$ cat src/rtl/cnn_pkg.sv
// Shared CNN fixed-point types, constants and the output saturation/ReLU helper.
package cnn_pkg;

    localparam int DW    = 16;
    localparam int FRAC  = 8;
    localparam int ACC_W = 40;
    localparam int TAPS  = 25;
    localparam int N_CH  = 3;
    localparam int CNT_W = $clog2(TAPS + 1);

    typedef logic signed [DW-1:0]   data_t;
    typedef logic signed [2*DW-1:0] prod_t;
    typedef logic signed [ACC_W-1:0] acc_t;

    typedef enum logic [1:0] {
        IDLE = 2'd0,
        LEAD = 2'd1,
        ACC  = 2'd2
    } conv_state_t;

    // Clamp a rescaled accumulator value into the data range, then optionally drop negatives.
    function automatic data_t sat_relu(input acc_t v, input logic relu_en);
        acc_t  max_v;
        acc_t  min_v;
        data_t r;
        max_v = acc_t'((2 ** (DW - 1)) - 1);
        min_v = -acc_t'(2 ** (DW - 1));
        if (v > max_v) begin
            r = {1'b0, {(DW-1){1'b1}}};
        end else if (v < min_v) begin
            r = {1'b1, {(DW-1){1'b0}}};
        end else begin
            r = v[DW-1:0];
        end
        if (relu_en && r[DW-1]) begin
            r = '0;
        end
        return r;
    endfunction

endpackage

$ cat src/rtl/conv1_mac_lane.sv
// One output channel of the conv1 MAC: multiply stage, window accumulator and
// bias/rescale/saturate output stage. Stage timing comes from tags held in the top.
module conv1_mac_lane
    import cnn_pkg::*;
#(
    parameter bit RELU_EN = 1'b1
) (
    input  logic  clk,
    input  logic  n_reset,
    input  logic  i_s1_en,     // a window tap is sampled this cycle
    input  data_t i_pix,
    input  data_t i_weight,
    input  data_t i_bias,
    input  logic  i_s2_en,     // S1 holds a valid product
    input  logic  i_s2_first,  // S1 product is tap 1 of its window
    input  logic  i_s3_en,     // S2 holds the completed window sum
    output data_t o_fmap
);

    prod_t r_prod;
    acc_t  r_acc;
    data_t r_fmap;
    acc_t  w_round;
    acc_t  w_scaled;

    // Bias is aligned to the accumulator's Q format; adding half an LSB before the
    // arithmetic shift gives round-half-up.
    always_comb begin
        w_round  = r_acc + (acc_t'(i_bias) <<< FRAC) + (acc_t'(1) <<< (FRAC - 1));
        w_scaled = w_round >>> FRAC;
    end

    // S1: full-precision product of the sampled tap.
    always_ff @(posedge clk or negedge n_reset) begin
        if (!n_reset) begin
            r_prod <= '0;
        end else if (i_s1_en) begin
            r_prod <= prod_t'(i_pix) * prod_t'(i_weight);
        end
    end

    // S2: window accumulator, restarted by the first tap so partial sums never leak.
    always_ff @(posedge clk or negedge n_reset) begin
        if (!n_reset) begin
            r_acc <= '0;
        end else if (i_s2_en) begin
            r_acc <= i_s2_first ? acc_t'(r_prod) : r_acc + acc_t'(r_prod);
        end
    end

    // S3: capture the finished sample; it holds until the next window completes.
    always_ff @(posedge clk or negedge n_reset) begin
        if (!n_reset) begin
            r_fmap <= '0;
        end else if (i_s3_en) begin
            r_fmap <= sat_relu(w_scaled, RELU_EN);
        end
    end

    assign o_fmap = r_fmap;

endmodule

$ cat src/rtl/conv1_mac_engine.sv
// conv1 MAC engine: consumes the streamed 5x5 weight taps with aligned pixels and
// emits one saturated, ReLU'd 3-channel feature-map sample per window.
// Handshake: no back-pressure. start=1 means a tap arrives every cycle (one lead-in,
// then back-to-back windows); out_valid is a single-cycle pulse qualifying fmap_out
// and out_idx, which hold their values until the next pulse.
module conv1_mac_engine
    import cnn_pkg::*;
#(
    parameter bit RELU_EN = 1'b1,
    parameter int IDX_W   = 10
) (
    input  logic                    clk,
    input  logic                    n_reset,
    input  logic                    start,
    input  logic [DW-1:0]           pix_in,
    input  logic [N_CH:1][DW-1:0]   weight_conv1,
    input  logic [N_CH:1][DW-1:0]   bias_conv1,
    output logic [N_CH:1][DW-1:0]   fmap_out,
    output logic                    out_valid,
    output logic [IDX_W-1:0]        out_idx,
    output logic                    busy,
    output conv_state_t             o_dbg_state
);

    conv_state_t      r_state;
    logic [CNT_W-1:0] r_tap_cnt;
    logic             r_s1_valid;
    logic             r_s1_first;
    logic             r_s1_last;
    logic             r_s2_last;
    logic             r_out_valid;
    logic [IDX_W-1:0] r_out_idx;
    logic [IDX_W-1:0] r_win_cnt;
    logic             w_tap_en;

    // Only taps sampled in ACC with start still high belong to a window.
    assign w_tap_en = (r_state == ACC) && start;

    // Stream FSM and tap position; dropping start discards any partial window.
    always_ff @(posedge clk or negedge n_reset) begin
        if (!n_reset) begin
            r_state   <= IDLE;
            r_tap_cnt <= '0;
        end else if (!start) begin
            r_state   <= IDLE;
            r_tap_cnt <= '0;
        end else begin
            case (r_state)
                IDLE: begin
                    r_state <= LEAD;
                end
                LEAD: begin
                    r_state   <= ACC;
                    r_tap_cnt <= CNT_W'(1);
                end
                ACC: begin
                    r_tap_cnt <= (r_tap_cnt == CNT_W'(TAPS)) ? CNT_W'(1) : r_tap_cnt + CNT_W'(1);
                end
                default: begin
                    r_state   <= IDLE;
                    r_tap_cnt <= '0;
                end
            endcase
        end
    end

    // Stage tags travel alongside the lane data so a draining window is independent of the FSM.
    always_ff @(posedge clk or negedge n_reset) begin
        if (!n_reset) begin
            r_s1_valid <= 1'b0;
            r_s1_first <= 1'b0;
            r_s1_last  <= 1'b0;
            r_s2_last  <= 1'b0;
        end else begin
            r_s1_valid <= w_tap_en;
            r_s1_first <= w_tap_en && (r_tap_cnt == CNT_W'(1));
            r_s1_last  <= w_tap_en && (r_tap_cnt == CNT_W'(TAPS));
            r_s2_last  <= r_s1_valid && r_s1_last;
        end
    end

    // Output pulse, window index and window counter; a fresh run from IDLE restarts
    // numbering, taking priority over the increment of a window draining that cycle.
    always_ff @(posedge clk or negedge n_reset) begin
        if (!n_reset) begin
            r_out_valid <= 1'b0;
            r_out_idx   <= '0;
            r_win_cnt   <= '0;
        end else begin
            r_out_valid <= r_s2_last;
            if (r_s2_last) begin
                r_out_idx <= r_win_cnt;
            end
            if ((r_state == IDLE) && start) begin
                r_win_cnt <= '0;
            end else if (r_s2_last) begin
                r_win_cnt <= r_win_cnt + IDX_W'(1);
            end
        end
    end

    for (genvar g = 1; g <= N_CH; g++) begin : g_lane
        conv1_mac_lane #(
            .RELU_EN (RELU_EN)
        ) u_lane (
            .clk        (clk),
            .n_reset    (n_reset),
            .i_s1_en    (w_tap_en),
            .i_pix      (pix_in),
            .i_weight   (weight_conv1[g]),
            .i_bias     (bias_conv1[g]),
            .i_s2_en    (r_s1_valid),
            .i_s2_first (r_s1_first),
            .i_s3_en    (r_s2_last),
            .o_fmap     (fmap_out[g])
        );
    end

    assign out_valid   = r_out_valid;
    assign out_idx     = r_out_idx;
    assign busy        = (r_state != IDLE) || r_s1_last || r_s2_last;
    assign o_dbg_state = r_state;

endmodule

$ cat config.mk
export PLATFORM = sky130hd
export DESIGN_NAME = conv1_mac_engine
export DESIGN_NICKNAME = d
export VERILOG_FILES = /design/src/rtl/cnn_pkg.sv /design/src/rtl/conv1_mac_lane.sv /design/src/rtl/conv1_mac_engine.sv
export SDC_FILE = /design/constraint.sdc
export NUM_CORES = 2
export LEC_CHECK = 0
export CELL_PAD_IN_SITES_DETAIL_PLACEMENT = 0
export CELL_PAD_IN_SITES_GLOBAL_PLACEMENT = 1
export CORE_MARGIN = 1
export CORE_UTILIZATION = 34
export DETAILED_ROUTE_END_ITERATION = 12
export DONT_BUFFER_PORTS = 1
export GPL_TIMING_DRIVEN = 0
export PLACE_DENSITY = 0.64
export RECOVER_POWER = 100
export SETUP_SLACK_MARGIN = 0.15
export SYNTH_ARGS = -nofsm -noshare
export SYNTH_HDL_FRONTEND = slang
export SYNTH_SLANG_ARGS = --single-unit
export TNS_END_PERCENT = 1
$ cat constraint.sdc
create_clock -name clk -period 6.4 [get_ports clk]
set_input_delay 1.6 -clock clk [delete_from_list [all_inputs] [get_ports clk]]
set_output_delay 1.6 -clock clk [all_outputs]
set_load 0.02 [all_outputs]
# After elaboration in Yosys (flattened, before gate mapping)
# Cells that the tools add are included.
# word_totals
register_bits	296
inputBits	115
output_inout_bits	62
word_cells	76
# classes
addsub	11
multipliers	3
order_cmp	6
eq_ne	6
muxes	22
n_reduce_logical	10
# op_table
op	count
$mux 16	9
$add 40x24->40	3
$add 40x32->40	3
$add 40x9->40 const B	3
$mux 40	3
$gt 32x16->1 const B	3
$lt 32x16->1 const B	3
$mul 16x16->32	3
$mux 15	3
$mux 10	2
$pmux 5 s3	1
$add 10x1->10 const B	1
$mux 5	2
$pmux 2 s3	1
$add 5x1->5 const B	1
$eq 5x1->1 const B	1
$eq 5x5->1 const B	1
$logic_and 1x1->1	5
$ne 2x2->1 const B	2
$reduce_bool 2->1	2
$eq 2x1->1 const B	1
$eq 2x2->1 const B	1
$logic_not 2->1	1
$logic_or 1x1->1	2
$mux 2	1

# Longest topological paths before layout
# logic_depth
depth_word	7
ltp_mapped	27
ltp_nobuf	25

# Cells and area by module
# Synthesis repeated with hierarchy kept, for this count alone.
# hier_totals
cells_unflattened	6087
hier_area_um2	53661.5
# by_module_without_submodules
mod	n_inst	cells_each	area_per_inst_um2	seq_area_each_um2
conv1_mac_lane at g_lane[2].u_lane	1	1998	17529.3	2177.1
conv1_mac_lane at g_lane[1].u_lane	1	1976	17334.1	2177.1
conv1_mac_lane at g_lane[3].u_lane	1	1987	17329.1	2177.1
conv1_mac_engine	1	126	1468.9	800.8

# Worst setup path after synthesis
# Ideal clock, no wire load.
# synth_path
kind	input to register
startpoint	in pix_in[10]
endpoint	reg g_lane[1].u_lane.r_prod[30]
setup_ns	0.083
arrival_time_ns	7.571
required_time_ns	6.317
slack_ns	-1.253
stages	22
path_buffers	2
cell_sequence	clkbuf_1 > clkbuf_1 > nand2_1 > fa_1 > fa_1 > fa_1 > fa_1 > inv_1 > fa_1 > inv_1 > fa_1 > inv_1 > ha_1 > nand3_1 > or2_2 > o211ai_1 > a41oi_1 > or4_1 > a31oi_1 > a31oi_1 > xor2_1 > o21ai_0
# synth_via
elab_chain_cells	1
# synth_lines
item	line_no	text
start, declared	conv1_mac_engine.sv:15	input logic [DW-1:0] pix_in,
$mul 16x16->32	conv1_mac_lane.sv:38	r_prod <= prod_t'(i_pix) * prod_t'(i_weight);
end signal, assigned	conv1_mac_lane.sv:38	
end, declared	conv1_mac_lane.sv:20	prod_t r_prod;
# Every way passes these cells.
# A chain may end at the register's enable or synchronous reset.

# Worst setup path after layout
# layout_path
startpoint	in pix_in[10]
endpoint	reg g_lane[1].u_lane.r_prod[29]
# Same word-level chain as after synthesis.

==> results.sh <==
export IMPL_status="finished with violations"
export IMPL_violations="negative setup slack"
export IMPL_worst_setup_path_end_kind="flop"
export IMPL_synth_top_area_share_pct=30.2
export IMPL_relSlewSlack_pct=7.51
export IMPL_drc=0
export IMPL_grt_max_degree=294
export IMPL_hpwlAfterDp_um=144000
export IMPL_clk_pin_slew_ps=60
export IMPL_crit_type="in -> reg"
export IMPL_pre_cts_slack_ps=-3170
export IMPL_start_util_pct=34.4
export IMPL_grt_pass1_wl_um=270000
export IMPL_skew_ps=33.4
export IMPL_yosys_warnings=0
export IMPL_grt_use_total_pct=22.7
export IMPL_hold_slack_ps=376
export IMPL_routed_wirelength_um=177000
export IMPL_cap_violations=0
export IMPL_cts_buffer_depth=3
export IMPL_period_needed_ps=7280
export IMPL_synth_cells=6046
export IMPL_antenna_found_initial=12
export IMPL_die_w_um=395
export IMPL_gp_congestion=0.906
export IMPL_cts_sinks=293
export IMPL_coreArea_um2=153000
export IMPL_hold_viol_final=0
export IMPL_portBuffers=0
export IMPL_drt_pass1_iter_count=8
export IMPL_overflow=0
export IMPL_io_pins=177
export IMPL_core_rowCount=143
export IMPL_cts_tree="built"
export IMPL_synth_area_leaders="fa_1 (30%), dfrtp_1 (14%), ha_1 (11%), inv_1 (6.9%), nand2_1 (5.0%)"
export IMPL_setup_tns_ps=-17750
export IMPL_dieArea_um2=156000
export IMPL_syn_avg_cell_area_um2=8.68
export IMPL_post_drt_wl_per_cell_um=21.6
export IMPL_syn_cell_area_um2=52500
export IMPL_clockRootBuffer="clkbuf_16"
export IMPL_vias_per_cell=5.18
export IMPL_cp_max_fo=10
export IMPL_reg2reg_slack_ps=1760
export IMPL_clk_latency_ps=590
export IMPL_postRouteAntennaNets=0
export IMPL_start_kind="input port"
export IMPL_worstMarginPinSlew_ps=1390
export IMPL_drv_slew=0
export IMPL_synthDistinctLibCells=93
export IMPL_arrival_ps=7700
export IMPL_drtIter0Drc=2979
export IMPL_dieHeight_um=395
export IMPL_ys_async_sr_fraction_pct=100
export IMPL_fmax_mhz=137
export IMPL_vias=42498
export IMPL_setup_slack_ps=-879
export IMPL_grt_setup_unrepaired="true"
export IMPL_drive_gt1_share_pct=7.46
export IMPL_synth_seq_cells=293
export IMPL_fillers=15584
export IMPL_setup_viol=42
export IMPL_min_period_over_period_pct=114
export IMPL_hold_class="reg -> reg"
export IMPL_cp_required_ps=6820
export IMPL_ys_seq_area_share_pct=14.0
export IMPL_cts_buffers=40
export IMPL_htreeDepth=2
export IMPL_ys_flop_type="dfrtp_1"
export IMPL_fin_nets=7512
export IMPL_grt_pass1_vias=43685
export IMPL_area_growth_pct=12.2
export IMPL_synth_edf_count=0
export IMPL_synth_top_area_cell="fa_1"
critical path, cell delays in order:
cell and delay [ps]:
clkbuf_16 160, and2_4 170, fa_1 540, inv_2 40, fa_1 480, fa_1 490, inv_1 50, fa_1 520
fa_1 550, inv_2 50, fa_1 510, inv_2 50, ha_4 210, a21o_4 220, buf_6 120, a211oi_4 280
nand2_2 120, a211oi_4 360, o211ai_1 220, nand2_1 170, o2111ai_1 170, a21oi_2 190, xor2_2 320, o21ai_1 90
Yosys cell counts, types with 98 or more instances:
cell type / n
a21o_1: 136
nand2_1: 693
xnor2_1: 147
fa_1: 792
nand3_1: 101
ha_1: 463
nor2_1: 332
o21ai_0: 257
xor2_1: 98
and2_1: 396
inv_1: 960
dfrtp_1: 293
a21oi_1: 326
clkbuf_1: 215
state kept, by name, indices dropped and copies added, names as in the netlist:
register / count
g_lane.u_lane.r_acc: 120
g_lane.u_lane.r_prod: 96
g_lane.u_lane.o_fmap: 45
out_idx: 10
r_win_cnt: 10
r_tap_cnt: 5
o_dbg_state: 2
out_valid: 1
r_s1_first: 1
r_s1_last: 1
r_s1_valid: 1
r_s2_last: 1
cells by family after synthesis:
| kind of cell | count (synthesis) | synth area share (%) |
|---|---|---|
| AO/OA/AOI/OAI | 1148 | 13.9 |
| buffers and inverters | 1202 | 8.65 |
| XOR/XNOR | 245 | 4.09 |
| adder cells (fa/ha/maj) | 1255 | 41.3 |
| multiplexers | 50 | 1.01 |
| flip-flops | 293 | 14.0 |
| other | 1 | 0.00715 |
| AND/OR/NAND/NOR | 1852 | 17.1 |
through the flow:
stage,utilization [%],cells,instance area (um^2)
floorplan,-,6048,52900
global placement,36.4,8078,55500
detailed placement,36.4,8078,55500
CTS,38.2,8183,58400
global route,38.6,8200,58900
finish,38.6,8207,58900
cells in the final DEF (no fill, tap or decap), drive strengths merged, types with 88 or more instances in the layout:
master	Yosys	final
a21o	136	136
a21oi	330	330
and2	400	400
buf	23	88
clkbuf	217	252
dfrtp	293	293
fa	792	792
ha	463	463
inv	960	963
nand2	693	693
nand3	101	101
nor2	332	332
o21ai	262	262
xnor2	147	147
xor2	98	98
per-layer routing:
layer  up-vias  global-route usage, %  share of wire [%]
li1      19829                      -                  -
met1     21447                   31.1                 45
met2      1016                   37.5                 47
met3       204                   3.25                5.7
met4         2                   5.59                2.6
met5         -                      0             0.0056
cell type report:
| class | instances | area [um^2] | area share (%) |
|---|---|---|---|
| Inverter | 962 | 3610 | 6.13 |
| Clock buffer | 48 | 1050 | 1.79 |
| Timing Repair Buffer | 52 | 459 | 0.780 |
| Sequential cell | 293 | 7330 | 12.5 |
| Clock inverter | 22 | 245 | 0.417 |
| Buffer | 240 | 1900 | 3.23 |
| Antenna cell | 7 | 17.5 | 0.0298 |
| Tap cell | 2030 | 2540 | 4.31 |
| Multi-Input combinational cell | 4553 | 41700 | 70.9 |
path summary, 6_finish.rpt:
kind	from	to	cells after the start
hold reg to reg	r_s2_last$_DFF_PN0_	out_valid$_DFF_PN0_	0
setup reg to reg	o_dbg_state[0]$_DFFE_PN0N_	g_lane[1].u_lane.r_prod[2]$_DFFE_PN0P_	9
hold / removal	r_s2_last$_DFF_PN0_	out_valid$_DFF_PN0_	0
min in group asynchronous	n_reset	g_lane[1].u_lane.r_acc[35]$_DFFE_PN0P_	0
max in group asynchronous	n_reset	g_lane[3].u_lane.o_fmap[13]$_DFFE_PN0P_	0
setup / recovery	pix_in[10]	g_lane[1].u_lane.r_prod[29]$_DFFE_PN0P_	24
repair_timing:
item | 4_1_cts | 5_1_grt
setup buffers | 35 | 17
setup endpoints to repair | 69 | 58
hold endpoints to repair | 0 | 0
pin swaps | 57 | 62
gates resized for setup | 253 | 125
hold buffers | 0 | 0
Power is left out: the tool's default activity adds up to more than one toggle a clock period on the data nets, which glitch-free logic cannot reach.
